## config.mk

```make
export PLATFORM = sky130hd
export DESIGN_NAME = color_centroid
export DESIGN_NICKNAME = d
export VERILOG_FILES = /design/src/rtl/centroid_pkg.sv /design/src/rtl/centroid_div.sv /design/src/rtl/color_centroid.sv
export SDC_FILE = /design/constraint.sdc
export NUM_CORES = 1
export LEC_CHECK = 0
export ABC_AREA = 1
export CORE_MARGIN = 2
export CORE_UTILIZATION = 30
export CTS_CLUSTER_SIZE = 10
export DETAILED_ROUTE_END_ITERATION = 10
export MAX_ROUTING_LAYER = met4
export PLACE_DENSITY = 0.48
export SETUP_SLACK_MARGIN = 0.15
export SYNTH_ARGS = -nofsm -noshare
export SYNTH_HDL_FRONTEND = slang
export SYNTH_SLANG_ARGS = --single-unit
```

## constraint.sdc

```tcl
create_clock -name clk -period 3.9 [get_ports clk]
set_input_delay 0.78 -clock clk [delete_from_list [all_inputs] [get_ports clk]]
set_output_delay 0.78 -clock clk [all_outputs]
set_load 0.01 [all_outputs]
```

## src/rtl/centroid_pkg.sv

```systemverilog
`default_nettype none
// ============================================================================
// Module   : centroid_pkg
// Purpose  : Shared widths and FSM encoding for the colour centroid extractor.
// Revision : 1.0  initial release
// ============================================================================
package centroid_pkg;

    localparam int COORD_W  = 10;
    localparam int CNT_W    = 19;
    localparam int SUM_W    = 29;
    localparam int QUO_BITS = 10;

    typedef enum logic [1:0] {
        IDLE = 2'd0,
        DIV  = 2'd1,
        DONE = 2'd2
    } state_t;

endpackage
`default_nettype wire

```

## src/rtl/centroid_div.sv

```systemverilog
`default_nettype none
// ============================================================================
// Module   : centroid_div
// Purpose  : Serial restoring divider, one quotient bit per cycle, MSB first.
// Revision : 1.0  initial release
// ============================================================================
module centroid_div
    import centroid_pkg::*;
(
    input  logic                clk,
    input  logic                rst,
    input  logic                start,
    input  logic [SUM_W-1:0]    dividend,
    input  logic [CNT_W-1:0]    divisor,
    output logic [QUO_BITS-1:0] quotient,
    output logic                done
);

    logic [SUM_W-1:0]    r_rem;
    logic [SUM_W-1:0]    r_dvs;
    logic [QUO_BITS-1:0] r_quo;
    logic [3:0]          r_iter;
    logic                w_fits;
    logic [SUM_W-1:0]    w_diff;

    always_comb begin
        w_fits = (r_rem >= r_dvs);
        w_diff = r_rem - r_dvs;
    end

    // Divisor starts pre-shifted to the quotient MSB weight and walks right;
    // the quotient is known to fit in QUO_BITS so no overflow check is needed.
    always_ff @(posedge clk) begin
        if (rst) begin
            r_rem  <= '0;
            r_dvs  <= '0;
            r_quo  <= '0;
            r_iter <= '0;
        end else if (start) begin
            r_rem  <= dividend;
            r_dvs  <= SUM_W'({divisor, {(QUO_BITS-1){1'b0}}});
            r_quo  <= '0;
            r_iter <= 4'(QUO_BITS);
        end else if (r_iter != 4'd0) begin
            if (w_fits) begin
                r_rem <= w_diff;
            end
            r_quo  <= {r_quo[QUO_BITS-2:0], w_fits};
            r_dvs  <= r_dvs >> 1;
            r_iter <= r_iter - 4'd1;
        end
    end

    assign quotient = r_quo;
    // High during the final iteration; quotient is complete the cycle after.
    assign done     = (r_iter == 4'd1);

endmodule
`default_nettype wire

```

## src/rtl/color_centroid.sv

```systemverilog
`default_nettype none
// ============================================================================
// Module   : color_centroid
// Purpose  : Per-frame centroid of mask-qualified pixels with held outputs.
// Revision : 1.0  initial release
// ============================================================================
module color_centroid #(
    parameter int MIN_PIXELS = 64,
    parameter int COORD_W    = 10
) (
    input  logic               clk,
    input  logic               rst,
    input  logic               pix_valid,
    input  logic [COORD_W-1:0] pix_x,
    input  logic [COORD_W-1:0] pix_y,
    input  logic               pix_mask,
    input  logic               eof,
    output logic [COORD_W-1:0] X_center,
    output logic [COORD_W-1:0] Y_center,
    output logic               ready,
    output logic               center_valid,
    output logic               busy,
    output logic               frame_drop
);
    import centroid_pkg::CNT_W;
    import centroid_pkg::SUM_W;
    import centroid_pkg::QUO_BITS;
    import centroid_pkg::state_t;
    import centroid_pkg::IDLE;
    import centroid_pkg::DIV;
    import centroid_pkg::DONE;

    localparam logic [CNT_W-1:0] c_min_pixels = CNT_W'(MIN_PIXELS);

    logic [SUM_W-1:0]    r_sum_x, r_sum_y, w_sum_x_nxt, w_sum_y_nxt;
    logic [CNT_W-1:0]    r_cnt, w_cnt_nxt;
    logic                w_hit;
    state_t              r_state, w_state_nxt;
    logic                w_start, w_reject, w_load, w_drop;
    logic [QUO_BITS-1:0] w_quo_x, w_quo_y;
    logic                w_done_x, w_done_y;

    always_comb begin
        w_hit       = pix_valid & pix_mask;
        w_sum_x_nxt = r_sum_x + (w_hit ? SUM_W'(pix_x) : '0);
        w_sum_y_nxt = r_sum_y + (w_hit ? SUM_W'(pix_y) : '0);
        w_cnt_nxt   = r_cnt + (w_hit ? CNT_W'(1) : '0);
    end

    // The eof-cycle pixel is already folded into the *_nxt values handed to
    // the divider, so clearing here loses nothing.
    always_ff @(posedge clk) begin
        if (rst || eof) begin
            r_sum_x <= '0;
            r_sum_y <= '0;
            r_cnt   <= '0;
        end else begin
            r_sum_x <= w_sum_x_nxt;
            r_sum_y <= w_sum_y_nxt;
            r_cnt   <= w_cnt_nxt;
        end
    end

    always_ff @(posedge clk) begin
        if (rst) begin
            r_state <= IDLE;
        end else begin
            r_state <= w_state_nxt;
        end
    end

    always_comb begin
        w_state_nxt = r_state;
        w_start     = 1'b0;
        w_reject    = 1'b0;
        w_load      = 1'b0;
        w_drop      = 1'b0;
        case (r_state)
            IDLE: begin
                if (eof) begin
                    if (w_cnt_nxt >= c_min_pixels) begin
                        w_start     = 1'b1;
                        w_state_nxt = DIV;
                    end else begin
                        w_reject    = 1'b1;
                    end
                end
            end
            DIV: begin
                w_drop = eof;
                if (w_done_x && w_done_y) begin
                    w_state_nxt = DONE;
                end
            end
            DONE: begin
                w_drop      = eof;
                w_load      = 1'b1;
                w_state_nxt = IDLE;
            end
            default: w_state_nxt = IDLE;
        endcase
    end

    always_ff @(posedge clk) begin
        if (rst) begin
            X_center     <= '0;
            Y_center     <= '0;
            ready        <= 1'b0;
            center_valid <= 1'b0;
            frame_drop   <= 1'b0;
        end else begin
            center_valid <= w_load | w_reject;
            frame_drop   <= w_drop;
            if (w_load) begin
                X_center <= w_quo_x[COORD_W-1:0];
                Y_center <= w_quo_y[COORD_W-1:0];
                ready    <= 1'b1;
            end else if (w_reject) begin
                ready    <= 1'b0;
            end
        end
    end

    assign busy = (r_state == DIV);

    centroid_div u_div_x (
        .clk      (clk),
        .rst      (rst),
        .start    (w_start),
        .dividend (w_sum_x_nxt),
        .divisor  (w_cnt_nxt),
        .quotient (w_quo_x),
        .done     (w_done_x)
    );

    centroid_div u_div_y (
        .clk      (clk),
        .rst      (rst),
        .start    (w_start),
        .dividend (w_sum_y_nxt),
        .divisor  (w_cnt_nxt),
        .quotient (w_quo_y),
        .done     (w_done_y)
    );

endmodule
`default_nettype wire

```

# --- After elaboration in Yosys (flattened, before gate mapping) ---
# Index checks and enable logic that the tools add are counted.
totals:
  ff_bits: 244
  in_bits: 25
  out_inout_bits: 24
  word_cells: 87
op_classes:
  add_sub_neg: 7
  magnitude_cmp: 3
  n_eq_ne: 7
  muxes: 30
  n_bitwise: 3
  n_reduce_logical: 16
ops:
  columns: ["cell", "n"]
  rows:
  - ["29-bit two-way mux", 6]
  - ["28-bit two-way mux", 4]
  - ["29-bit by 10-bit adder with 29-bit output", 2]
  - ["29-bit by 28-bit >= comparator with 1-bit output", 2]
  - ["29-bit by 28-bit subtractor with 29-bit output", 2]
  - ["10-bit two-way mux", 2]
  - ["19-bit by 1-bit adder with 19-bit output", 1]
  - ["19-bit by 7-bit >= comparator with 1-bit output (second input constant)", 1]
  - ["4-bit two-way mux", 4]
  - ["1-bit two-way mux", 10]
  - ["2-bit nonzero test", 5]
  - ["4-bit by 1-bit equality test with 1-bit output (second input constant)", 2]
  - ["4-bit nonzero test", 2]
  - ["4-bit by 1-bit subtractor with 4-bit output (second input constant)", 2]
  - ["2-bit two-way mux", 3]
  - ["2-bit OR reduction", 3]
  - ["2-bit != test (second input constant)", 2]
  - ["2-bit case mux with 2 select lines", 1]
  - ["2-bit AND reduction", 2]
  - ["3-bit AND reduction", 1]
  - ["2-bit by 1-bit equality test with 1-bit output (second input constant)", 1]
  - ["2-bit equality test (second input constant)", 1]
  - ["2-bit zero test", 1]
  - ["2-bit by 1-bit != test with 1-bit output (second input constant)", 1]
  - ["other kinds (5)", 5]

# --- Longest topological paths before layout ---
# Gate-level depths: netlist of the first run.
depth:
  ltp_word: 9
  depth_mapped: 22
  ltp_nobuf: 19

# --- Modules after synthesis ---
# From an unflattened synthesis of the first run, not the netlist that was laid out.
hier_totals:
  hier_cells: 2705
  hier_area_um2: 16986.3
by_module_without_submodules:
  columns: ["module", "instances", "cells_each", "area_per_inst_um2", "seq_area_each_um2"]
  rows:
  - ["centroid_div", 2, 918, 5546.6, 1421.4]
  - ["color_centroid", 1, 869, 5893.2, 2042.0]

# --- Worst setup path after synthesis of the first run ---
# OpenSTA, ideal clock, no wires.
synth_timing:
  kind: "input-to-reg"
  start: "in pix_valid"
  end: "reg u_div_y.r_rem[13]"
  setup_time_ps: 117
  arrival_time_ps: 3023
  required_time_ps: 3783
  path_slack_ps: 760
  stages: 19
  path_cell_list: "nand2_1 clkbuf_1 inv_1 ha_1 ha_1 nand2_1 nor2_2 nand2_1 nand2_1 nand2_1 nand2_1 nor3_1 nand3_2 nand2_4 buf_6 buf_2 o21ai_0 nor2_1 nor2_1"
synth_via:
  elab_chain_cells: 9
  word_cells_on_any_way: 13
  classes_between: "add/sub (2); order compare (1); mux (6); bitwise (1); reduce/logical (3)"
synth_lines:
  columns: ["item", "line", "source"]
  rows:
  - ["start: declaration", "color_centroid.sv:13", "input logic pix_valid,"]
  - ["1-bit AND (*)", "color_centroid.sv:44", "w_hit = pix_valid & pix_mask;"]
  - ["1-bit two-way mux", "color_centroid.sv:47", "w_cnt_nxt = r_cnt + (w_hit ? CNT_W'(1) : '0);"]
  - ["19-bit by 1-bit adder with 19-bit output", "color_centroid.sv:47", null]
  - ["19-bit by 7-bit >= comparator with 1-bit output", "color_centroid.sv:81", "if (w_cnt_nxt >= c_min_pixels) begin"]
  - ["1-bit two-way mux", "color_centroid.sv:81", null]
  - ["1-bit two-way mux", "color_centroid.sv:80", "if (eof) begin"]
  - ["1-bit two-way mux", "color_centroid.sv:78", "case (r_state)"]
  - ["2-bit nonzero test (no line)", null, null]
  - ["2-bit AND reduction (no line)", null, null]
  - ["end signal: assignment", "centroid_div.sv:40", "r_rem <= dividend;"]
  - ["end signal: assignment", "centroid_div.sv:46", "r_rem <= w_diff;"]
  - ["end: declaration", "centroid_div.sv:19", "logic [SUM_W-1:0] r_rem;"]
# Every way passes the cells marked *; elsewhere a longest branch is shown, timed or not.
# A chain may end at the register's enable or synchronous reset.

# --- Worst setup path in the final report of the first run ---
layout_timing:
  start: "in pix_valid"
  end: "reg u_div_y.r_dvs[10]"
layout_via:
  elab_chain_cells: 8
  word_cells_on_any_way: 9
  classes_between: "add/sub (1); order compare (1); mux (5); bitwise (1); reduce/logical (1)"
layout_lines:
  columns: ["item", "line", "source"]
  rows:
  - ["1-bit AND (*)", "color_centroid.sv:44", null]
  - ["1-bit two-way mux (*)", "color_centroid.sv:47", null]
  - ["19-bit by 1-bit adder with 19-bit output (*)", "color_centroid.sv:47", null]
  - ["19-bit by 7-bit >= comparator with 1-bit output", "color_centroid.sv:81", null]
  - ["1-bit two-way mux", "color_centroid.sv:81", null]
  - ["1-bit two-way mux", "color_centroid.sv:80", null]
  - ["1-bit two-way mux", "color_centroid.sv:78", null]
  - ["28-bit two-way mux or 2-bit nonzero test (tied branches)", null, null]
  - ["end signal: assignment", "centroid_div.sv:41", "r_dvs <= SUM_W'({divisor, {(QUO_BITS-1){1'b0}}});"]
  - ["end signal: assignment", "centroid_div.sv:49", "r_dvs <= r_dvs >> 1;"]
  - ["end: declaration", "centroid_div.sv:20", "logic [SUM_W-1:0] r_dvs;"]
# Marks and branches as above.

==> flow_summary_export.csv, run 1 <==
group,metric,value,unit
sta,finalSetupViolations,0,
routing,drt_iter0_markers,1203,
clock_network,clockBufferDepth,3,
finish,multiInputGateArea,9340,um^2
floorplanning,dieArea,54200,um^2
grt,grt_usage,0.185,
clock_network,clk-insertion-delay-late,0.57,ns
sta,fin_crit,3.32,ns
worst_hold_path,min_from,"u_div_y.r_dvs[11]$_SDFFE_PP0P_",
synth,ys_seq_area_frac,0.311,
routing,antenna_left,0,
grt,grt_pass1_wl,78.6,mm
sta,finalClockSkew,0.00984,ns
placed_design,routabilityCongestion,0.922,
grt,gr-total-overflow,0,
placed_design,dpl.hpwl,38.8,mm
finish,nFillCells,5741,
worst_setup_path,cp.arrival,3.83,ns
grt,grt_pass1_vias,14620,
placed_design,pre_cts_slack,-0.0544,ns
synth,syn_area,15700,um^2
worst_setup_path,critical_path_class,"input port to flop",
sta,fmax,0.301,GHz
grt,grt_max_degree,75,
routing,drc,0,
worst_setup_path,crit_fanout,8,
placed_design,dp_cells,3231,
clock_network,cts.clk_slew.worst_paths,0.05,ns
placed_design,port_buffers,48,
floorplanning,core-area,51500,um^2
sta,worst_pin_slew,0.938,ns
sta,rsz0062_at_grt,"false",
power_and_ir_drop,power.leakage,0.00871,uW
floorplanning,pin_count,49,
synth,yosysWarnings,0,
finish,drive_gt1_frac,0.0531,
synth,synth.area.top_cells,"dfxtp_1, nand2_1, nor2_1, inv_1, ha_1",
worst_setup_path,regToRegSetupSlack,0.82,ns
routing,firstDrtPassIters,6,
finish,area_growth,16.2,%
worst_setup_path,reg2reg_to,"u_div_x.r_rem[28]$_SDFFE_PP0P_",
synth,ys_types,39,
sta,setup_slack,0.577,ns
routing,totalWireLength,49.2,mm
clock_network,root_buffer,"clkbuf_16",
power_and_ir_drop,p_total,15200,uW
floorplanning,die_y,233,um
outcome,status,"finished clean",
worst_setup_path,start_kind,"input port",
power_and_ir_drop,powerDensity,832,nW/um^2
worst_setup_path,reg2reg_from,"u_div_x.r_rem[0]$_SDFFE_PP0P_",
synth,netlist_instances,2511,
clock_network,cts_tree,"done",
floorplanning,row_count,83,
clock_network,post_cts_buffers,0,
sta,finalCritPeriodShare,0.852,
floorplanning,fp.dieW,233,um
worst_setup_path,r2r_cells,13,
clock_network,cts_made_buffers,30,
job,maxCapViolCount,0,
worst_setup_path,crit_path_end_kind,"flop",
worst_setup_path,critPathRequiredTime,4.41,ns
synth,synth_top_area_frac,0.311,
synth,avgSynthCellArea,6.26,um^2
finish,antenna_cells,0,
grt,antenna_found_initial,0,
sta,drv_slew,0,
worst_hold_path,min_path_type,"flop to flop",
synth,synth_top_cell_by_area,"dfxtp_1",
routing,num_vias,15763,
finish,fin_nets,2694,
clock_network,cts_resized,0,
synth,synth_seq_cells,244,
floorplanning,initial_core_util,0.305,
power_and_ir_drop,peakVddDrop,0.346,mV
worst_hold_path,worstHoldEndpoint,"u_div_y.r_dvs[10]$_SDFFE_PP0P_",
clock_network,clkSinkCount,244,
finish,fin_cells,3277,
clock_network,htree_levels,1,
synth,synth_fp_nets,2622,
sta,hold_viol_final,0,
sta,timing.slew.headroom,0.375,
clock_network,ctsHoldBuffers,0,
routing,viasPerCell,4.81,
sta,whs,0.464,ns
routing,wl_per_cell,15.0,um
worst_hold_path,hold_depth,2,
finish,ff_latch_area,4880,um^2
-- sequential cells by signal, indices dropped and copies added, names as in the netlist, 2 cells and up --
name and flops:
r_sum_x 29, r_sum_y 29, u_div_x.r_rem 29, u_div_y.r_rem 29, u_div_x.r_dvs 28, u_div_y.r_dvs 28, r_cnt 19, X_center 10
Y_center 10, u_div_x.quotient 10, u_div_y.quotient 10, u_div_x.r_iter 4, u_div_y.r_iter 4, r_state 2
-- placed cells by master, fill, tap and decap left out, types with 10 or more instances in the layout --
| cell | count |
|---|---|
| nand2_1 | 630 |
| nor2_1 | 472 |
| inv_1 | 298 |
| dfxtp_1 | 244 |
| nand3_1 | 156 |
| o21ai_0 | 128 |
| a21oi_1 | 121 |
| ha_1 | 82 |
| buf_4 | 61 |
| xor2_1 | 53 |
| clkdlybuf4s50_1 | 48 |
| nand4_1 | 41 |
| a211oi_1 | 37 |
| o21ai_1 | 33 |
| clkbuf_16 | 31 |
| nor3_1 | 27 |
| xnor2_1 | 20 |
| nand3b_1 | 17 |
| a21o_1 | 10 |
| buf_12 | 10 |
-- per-layer routing --
metal,wire [um],track usage,part of all wire,up-vias
met5,0,-,0,-
met4,731,0.0330,0.015,0
met3,2320,0.0167,0.047,47
met2,19500,0.262,0.40,310
met1,26600,0.284,0.54,7255
li1,-,-,-,8151
-- where the power goes --
part	internal, uW	switching (uW)	total (uW)
Clock	1600	1100	2700
Combinational	3220	6050	9270
Sequential	2960	270	3230
Total	7770	7420	15200
-- synthesized netlist by cell type, drive strengths merged --
cell    count
nand3     157
a21oi     121
o41ai       1
nand3b     17
nor4        7
a21o       10
a31oi       3
a21boi      4
nand4      41
o211ai      3
and2        1
a211oi     37
nor3b       1
clkinv      1
dfxtp     244
nor3       27
fa          4
ha         82
clkbuf     43
xnor2      20
o21ai     161
inv       302
o21a        2
o21bai      9
buf        36
nand2     635
or2         7
xor2       53
nor2      482
-- area by class of cell --
cell class	count	area share
Timing Repair Buffer	119	0.0623
Sequential cell	244	0.267
Clock buffer	44	0.0484
Tap cell	680	0.0466
Inverter	303	0.0623
Clock inverter	2	0.00192
Multi-Input combinational cell	1885	0.511
-- worst max-delay path, stage by stage --
cell and delay, ns:
clkdlybuf4s50_1 0.45, nand2_1 0.14, inv_1 0.09, ha_1 0.16, ha_1 0.18, nand2_1 0.07, nor2_2 0.17, nand3_1 0.15
nor2_1 0.12, nor2_1 0.06, nor2_1 0.15, nand2_1 0.07, nor2_1 0.15, nand3_2 0.16, nand2_4 0.18, buf_4 0.14
nand2_2 0.10, nor2_1 0.25, buf_4 0.17, nand2_1 0.04, nand2_1 0.05
-- how the worst max path moves through the flow --
| stage | start | to | slack, ns | cells past startpoint |
|---|---|---|---|---|
| 2_1_floorplan | pix_valid | u_div_y.r_rem[13]$_SDFFE_PP0P_ | 0.76 | 19 |
| 3_3_place_gp | pix_valid | u_div_y.r_dvs[9]$_SDFFE_PP0P_ | 0.01 | 21 |
| 3_5_place_dp | pix_valid | u_div_x.quotient[6]$_SDFFE_PP0N_ | -0.05 | 19 |
| 4_1_cts | pix_valid | u_div_x.quotient[6]$_SDFFE_PP0N_ | 0.54 | 19 |
| 5_1_grt | pix_valid | u_div_y.r_dvs[10]$_SDFFE_PP0P_ | 0.30 | 21 |
| 6_report | pix_valid | u_div_y.r_dvs[10]$_SDFFE_PP0P_ | 0.58 | 21 |
-- metrics by stage --
stage | setup TNS (ns) | util | area (um^2)
3_3_place_gp | 0 | 0.337 | 17400
5_1_grt | 0 | 0.355 | 18300
6_report | 0 | 0.355 | 18300
3_5_place_dp | -0.137 | 0.337 | 17400
4_1_cts | 0 | 0.355 | 18300
2_1_floorplan | 0 | - | 15700
-- logic make-up after synthesis --
kind of cell / Yosys count / synth area share
and+or+nand+nor: 1375 / 0.360
buffers and inverters: 382 / 0.0961
AOI/OAI and AO/OA: 351 / 0.123
DFF: 244 / 0.311
adders and majority gates: 86 / 0.0704
xor gates and xnor gates: 73 / 0.0407
No activity file was read; power rests on OpenSTA's default activity.
==> inputs of run 2 (changes only) <==
CELL_PAD_IN_SITES_DETAIL_PLACEMENT = 0   (was not set)
CELL_PAD_IN_SITES_GLOBAL_PLACEMENT = 1   (was not set)
PLACE_DENSITY = 0.61   (was 0.48)
==> run 2 against run 1 <==
  * Worst setup slack got worse by 0.13 ns
  * Clock power increased by 16%
  * Die area unchanged
  * Largest power group unchanged
==> flow_summary_export.csv, run 2 (synthesis gave the netlist of run 1 again) <==
group,metric,value,unit
routing,wl_per_cell,15.6,um
worst_setup_path,critPathSlowestCell,"xor2_1",
clock_network,clockBufferDepth,3,
worst_setup_path,cp_top_family,"buffers and inverters",
finish,fin_nets,2712,
worst_setup_path,critical_path_class,"input port to flop",
power_and_ir_drop,p_total,15800,uW
finish,drive_gt1_frac,0.0629,
finish,final_cell_mix,"nand2_1, nor2_1, inv_1",
sta,rsz0062_at_grt,"true",
sta,finalClockSkew,0.0163,ns
grt,grt_usage,0.196,
grt,grt_max_degree,78,
clock_network,cts_resized,0,
worst_setup_path,max_stage_delay,0.51,ns
worst_setup_path,r2r_cells,17,
routing,totalWireLength,51.6,mm
placed_design,port_buffers,48,
sta,finalCritPeriodShare,0.885,
worst_hold_path,min_from,"u_div_y.r_dvs[11]$_SDFFE_PP0P_",
power_and_ir_drop,powerDensity,847,nW/um^2
clock_network,post_cts_buffers,0,
worst_hold_path,worstHoldEndpoint,"u_div_y.r_dvs[10]$_SDFFE_PP0P_",
clock_network,root_buffer,"clkbuf_16",
grt,antenna_found_initial,0,
routing,drt_iter0_markers,1285,
worst_setup_path,crit_path_end_kind,"flop",
floorplanning,dieArea,54200,um^2
sta,finalSetupViolations,0,
floorplanning,core-area,51500,um^2
worst_setup_path,cp.arrival,3.93,ns
grt,grt_pass1_vias,14671,
worst_setup_path,regToRegSetupSlack,0.82,ns
worst_hold_path,hold_depth,2,
outcome,status,"finished clean",
clock_network,cts_made_buffers,34,
clock_network,ctsHoldBuffers,0,
floorplanning,fp.dieW,233,um
sta,timing.slew.headroom,0.597,
grt,grt_pass1_wl,81.0,mm
sta,hold_viol_final,0,
sta,fin_crit,3.45,ns
sta,whs,0.459,ns
finish,antenna_cells,0,
floorplanning,initial_core_util,0.305,
finish,area_growth,18.4,%
clock_network,cts_tree,"done",
clock_network,clkSinkCount,244,
sta,fmax,0.290,GHz
routing,drc,0,
worst_setup_path,reg2reg_to,"u_div_y.r_rem[26]$_SDFFE_PP0P_",
worst_setup_path,reg2reg_from,"u_div_y.r_dvs[9]$_SDFFE_PP0P_",
routing,num_vias,15873,
routing,firstDrtPassIters,6,
grt,gr-total-overflow,0,
clock_network,cts.clk_slew.worst_paths,0.05,ns
sta,drv_slew,0,
worst_setup_path,crit_fanout,15,
clock_network,clk-insertion-delay-late,0.54,ns
power_and_ir_drop,peakVddDrop,0.283,mV
finish,final_common_cell,"nand2_1",
power_and_ir_drop,power.leakage,0.00889,uW
placed_design,routabilityCongestion,0.883,
placed_design,dpl.hpwl,40.4,mm
routing,viasPerCell,4.81,
clock_network,htree_levels,2,
floorplanning,die_y,233,um
sta,worst_pin_slew,0.600,ns
finish,final_core_util,0.361,
worst_setup_path,path_cells,"clkdlybuf4s50_1, nand2_1, buf_4, nor2_1, ha_1, fa_1, nand3_1, nand2_1, a21oi_1, buf_4, o21ai_0, nand4_1, xor2_1, nand2_1, nand2_1, inv_1, nor2_1",
worst_setup_path,cp_common_cell,"nand2_1",
worst_hold_path,min_path_type,"flop to flop",
worst_setup_path,critPathRequiredTime,4.37,ns
worst_setup_path,start_kind,"input port",
routing,antenna_left,0,
worst_setup_path,crit_buf_inv,4,
job,maxCapViolCount,0,
floorplanning,pin_count,49,
floorplanning,row_count,83,
[run 2: cell types whose count changed in the layout (fill, tap and decap cells not counted), moves of 2 or more]
cell	change
buf_4	+11
buf_12	+3
clkinvlp_4	+2
clkinv_2	+2
clkbuf_8	+2
clkbuf_16	+6
[run 2: area by class of cell]
type,instances,area [um^2]
fill,5734,32900
multi-input combinational,1885,9340
sequential,244,4880
timing repair buffer,133,1280
inverter,303,1140
clock buffer,52,1060
tap,680,851
clock inverter,6,60.1
[run 2: worst max path at each step]
stage                    from                        endpoint  slack [ns]  cells after the start
floorplan           pix_valid  u_div_y.r_rem[13]$_SDFFE_PP0P_        0.76                     19
global placement    pix_valid          r_sum_x[26]$_SDFF_PP0_       -0.08                     16
detailed placement  pix_valid   u_div_x.r_dvs[2]$_SDFFE_PP0N_       -0.08                     20
CTS                 pix_valid  u_div_y.r_iter[2]$_SDFFE_PP0N_        0.48                     21
global route        pix_valid   u_div_x.r_dvs[2]$_SDFFE_PP0N_        0.15                     20
finish              pix_valid  u_div_x.r_rem[26]$_SDFFE_PP0P_        0.45                     17
[run 2: stage by stage]
| stage | TNS, ns | instances | cell area, um^2 | setup WS (ns) |
|---|---|---|---|---|
| final | 0 | 3303 | 18600 | 0.448 |
| after global routing | 0 | 3303 | 18600 | 0.146 |
| after CTS | 0 | 3303 | 18600 | 0.482 |
| after detailed placement | -1.45 | 3245 | 17500 | -0.0835 |
| after global placement | -0.367 | 3245 | 17500 | -0.0848 |
| after floorplan | 0 | 2511 | 15700 | 0.760 |
[run 2: power breakdown]
group	switching, uW	total (uW)	internal, uW
registers	296	3250	2960
logic	6150	9380	3230
clock network	1200	3140	1930
total	7650	15800	8120
[run 2: worst min-delay path, stage by stage, from the launching register on]
cell     delay, ns
dfxtp_1       0.31
nand2_1       0.06
nand2_1       0.04
[run 2: per-layer routing]
metal / vias to the layer above / wire (um) / global-route usage
met5: - / 0 / -
met1: 7295 / 27600 / 0.292
met3: 54 / 2680 / 0.0294
li1: 8196 / - / -
met2: 328 / 20400 / 0.271
met4: 0 / 834 / 0.0458
==> inputs of run 3 (changes only) <==
CTS_CLUSTER_DIAMETER = 40   (was not set)
SYNTH_HIERARCHICAL = 1   (was not set)
==> run 3 against run 2 <==
  * Maximum frequency rose by 3.1%
  * Power up 15%
  * Core utilization rose by 1.6 points
  * First-iteration DRC count fell by 32%
  * Sequential share of layout area is 3.2 points lower
  * Largest cell class unchanged
  * Largest power group unchanged
==> flow_summary_export.csv, run 3 <==
group,metric,value,unit
clock_network,cts.clk_slew.worst_paths,0.05,ns
sta,rsz0062_at_grt,"false",
power_and_ir_drop,powerDensity,854,nW/um^2
power_and_ir_drop,power.leakage,0.0103,uW
clock_network,post_cts_buffers,0,
floorplanning,die_y,242,um
synth,synth_top_cell_by_area,"dfxtp_1",
outcome,status,"finished clean",
finish,fin_area,21200,um^2
finish,final_cell_mix,"nand2_1, nor2_1, inv_1",
synth,ys_types,53,
worst_setup_path,critPathSlowestCell,"clkdlybuf4s50_1",
finish,fin_nets,2980,
sta,setup_tns,0,ns
clock_network,clkSinkCount,244,
sta,fin_crit,3.35,ns
clock_network,htree_levels,2,
clock_network,cts_resized,0,
routing,drc,0,
finish,nFillCells,6099,
sta,finalClockSkew,0.0219,ns
floorplanning,core-area,56200,um^2
placed_design,port_buffers,48,
grt,gr-total-overflow,0,
synth,yosys_most_used_dff,"dfxtp_1",
grt,antenna_found_initial,0,
finish,final_common_cell,"nand2_1",
clock_network,cts_made_buffers,57,
finish,area_growth,24.7,%
clock_network,ctsHoldBuffers,0,
synth,synth_seq_cells,244,
synth,synth.area.top_cells,"dfxtp_1, nand2_1, nor2_1, inv_1, ha_1",
floorplanning,fp.dieW,242,um
grt,grt_max_degree,69,
worst_hold_path,min_path_type,"flop to flop",
placed_design,dpl.hpwl,44.6,mm
floorplanning,initial_core_util,0.302,
routing,viasPerCell,4.59,
synth,synth_most_common_cell,"nand2_1",
sta,worst_pin_slew,0.663,ns
routing,wl_per_cell,15.2,um
synth,yosysWarnings,6,
worst_setup_path,critPathRequiredTime,4.43,ns
finish,antenna_cells,0,
finish,final_core_util,0.377,
finish,drive_gt1_frac,0.132,
power_and_ir_drop,peakVddDrop,0.476,mV
routing,antenna_left,0,
worst_setup_path,crit_fanout,4,
synth,netlist_instances,2705,
grt,grt_pass1_vias,16810,
clock_network,cts_tree,"done",
routing,totalWireLength,55.8,mm
synth,synth_common_cells,"nand2_1, nor2_1, inv_1",
floorplanning,row_count,87,
sta,fmax,0.299,GHz
worst_setup_path,critical_path_class,"input port to flop",
worst_setup_path,path_cells,"clkdlybuf4s50_1, nand2_1, nor2_1, ha_1, fa_1, nand2_1, nand2_1, o21ai_1, inv_1, a21oi_1, o21ai_0, nand4_1, xor2_1, nor2_1, nor2_1, buf_4, nand2_1, nor2_1",
job,maxCapViolCount,0,
worst_setup_path,start_kind,"input port",
routing,num_vias,16840,
sta,drv_slew,0,
worst_setup_path,crit_path_end_kind,"flop",
floorplanning,dieArea,58500,um^2
synth,async_flop_share,0,
sta,finalCritPeriodShare,0.858,
placed_design,dp_cells,3563,
floorplanning,pin_count,49,
placed_design,routabilityCongestion,0.889,
synth,ys_seq_area_frac,0.288,
synth,synth_edf_count,0,
worst_setup_path,cp.arrival,3.88,ns
grt,grt_usage,0.196,
worst_setup_path,max_stage_delay,0.39,ns
synth,syn_area,17000,um^2
sta,timing.slew.headroom,0.558,
clock_network,root_buffer,"clkbuf_16",
sta,finalSetupViolations,0,
clock_network,clk-insertion-delay-late,0.60,ns
routing,drt_iter0_markers,879,
synth,synth_top_area_frac,0.288,
synth,avgSynthCellArea,6.28,um^2
sta,hold_viol_final,0,
synth,synth_fp_nets,2819,
grt,grt_pass1_wl,89.3,mm
power_and_ir_drop,p_total,18100,uW
routing,firstDrtPassIters,5,
clock_network,clockBufferDepth,3,
placed_design,placed_area,19100,um^2
worst_setup_path,regToRegSetupSlack,1.13,ns
finish,fin_cells,3671,
[run 3: cell families (layout without fill, tap and decap cells)]
kind of cell / after synthesis / after routing / synth area share
and+or+nand+nor: 1521 / 1521 / 0.400
muxes: 4 / 4 / 0.00236
DFF: 244 / 244 / 0.288
buffers and inverters: 524 / 734 / 0.122
xor gates and xnor gates: 56 / 56 / 0.0289
adders and majority gates: 89 / 89 / 0.0673
AOI/OAI and AO/OA: 267 / 267 / 0.0916
[run 3: layout make-up]
cell class | instances | area, um^2 | share of cell area
multi-input combinational | 1937 | 10000 | 0.474
sequential | 244 | 4880 | 0.231
inverter | 450 | 1690 | 0.0797
tap | 756 | 946 | 0.0447
clock buffer | 64 | 1500 | 0.0710
clock inverter | 44 | 579 | 0.0273
timing repair buffer | 176 | 1540 | 0.0725
[run 3: power breakdown]
group          internal [uW]  total, uW  switching [uW]
Clock                   3460       5130            1670
Sequential              2990       3310             323
Combinational           3210       9660            6440
[run 3: final timing paths]
path	from	endpoint	depth (start not counted)
max	pix_valid	u_div_y/r_rem[26]$_SDFFE_PP0P_	18
min	u_div_y/r_dvs[24]$_SDFFE_PP0P_	u_div_y/r_dvs[24]$_SDFFE_PP0P_	2
max reg2reg	r_sum_y[0]$_SDFF_PP0_	u_div_y/r_rem[26]$_SDFFE_PP0P_	15
min reg2reg	u_div_y/r_dvs[24]$_SDFFE_PP0P_	u_div_y/r_dvs[24]$_SDFFE_PP0P_	2
[run 3: through the flow]
stage | setup slack (ns) | hold slack (ns)
4_1_cts | 0.483 | 0.475
2_1_floorplan | 0.333 | 0.444
3_5_place_dp | -0.144 | 0.462
6_report | 0.553 | 0.473
3_3_place_gp | -0.145 | 0.463
5_1_grt | 0.230 | 0.489
[run 3: metal layers]
metal,vias to the layer above,GRT usage,share of wire
li1,8837,-,-
met1,7615,0.237,0.46
met2,279,0.331,0.47
met3,109,0.0290,0.038
met4,0,0.0686,0.035
met5,-,-,0
[run 3: worst max-delay path: cells and delay by family]
kind	cells	cell delay, ns
AND/OR/NAND/NOR	9	0.97
buffers and inverters	3	0.62
adder cells (fa/ha/maj)	2	0.61
AO/OA/AOI/OAI	3	0.51
XOR/XNOR	1	0.37
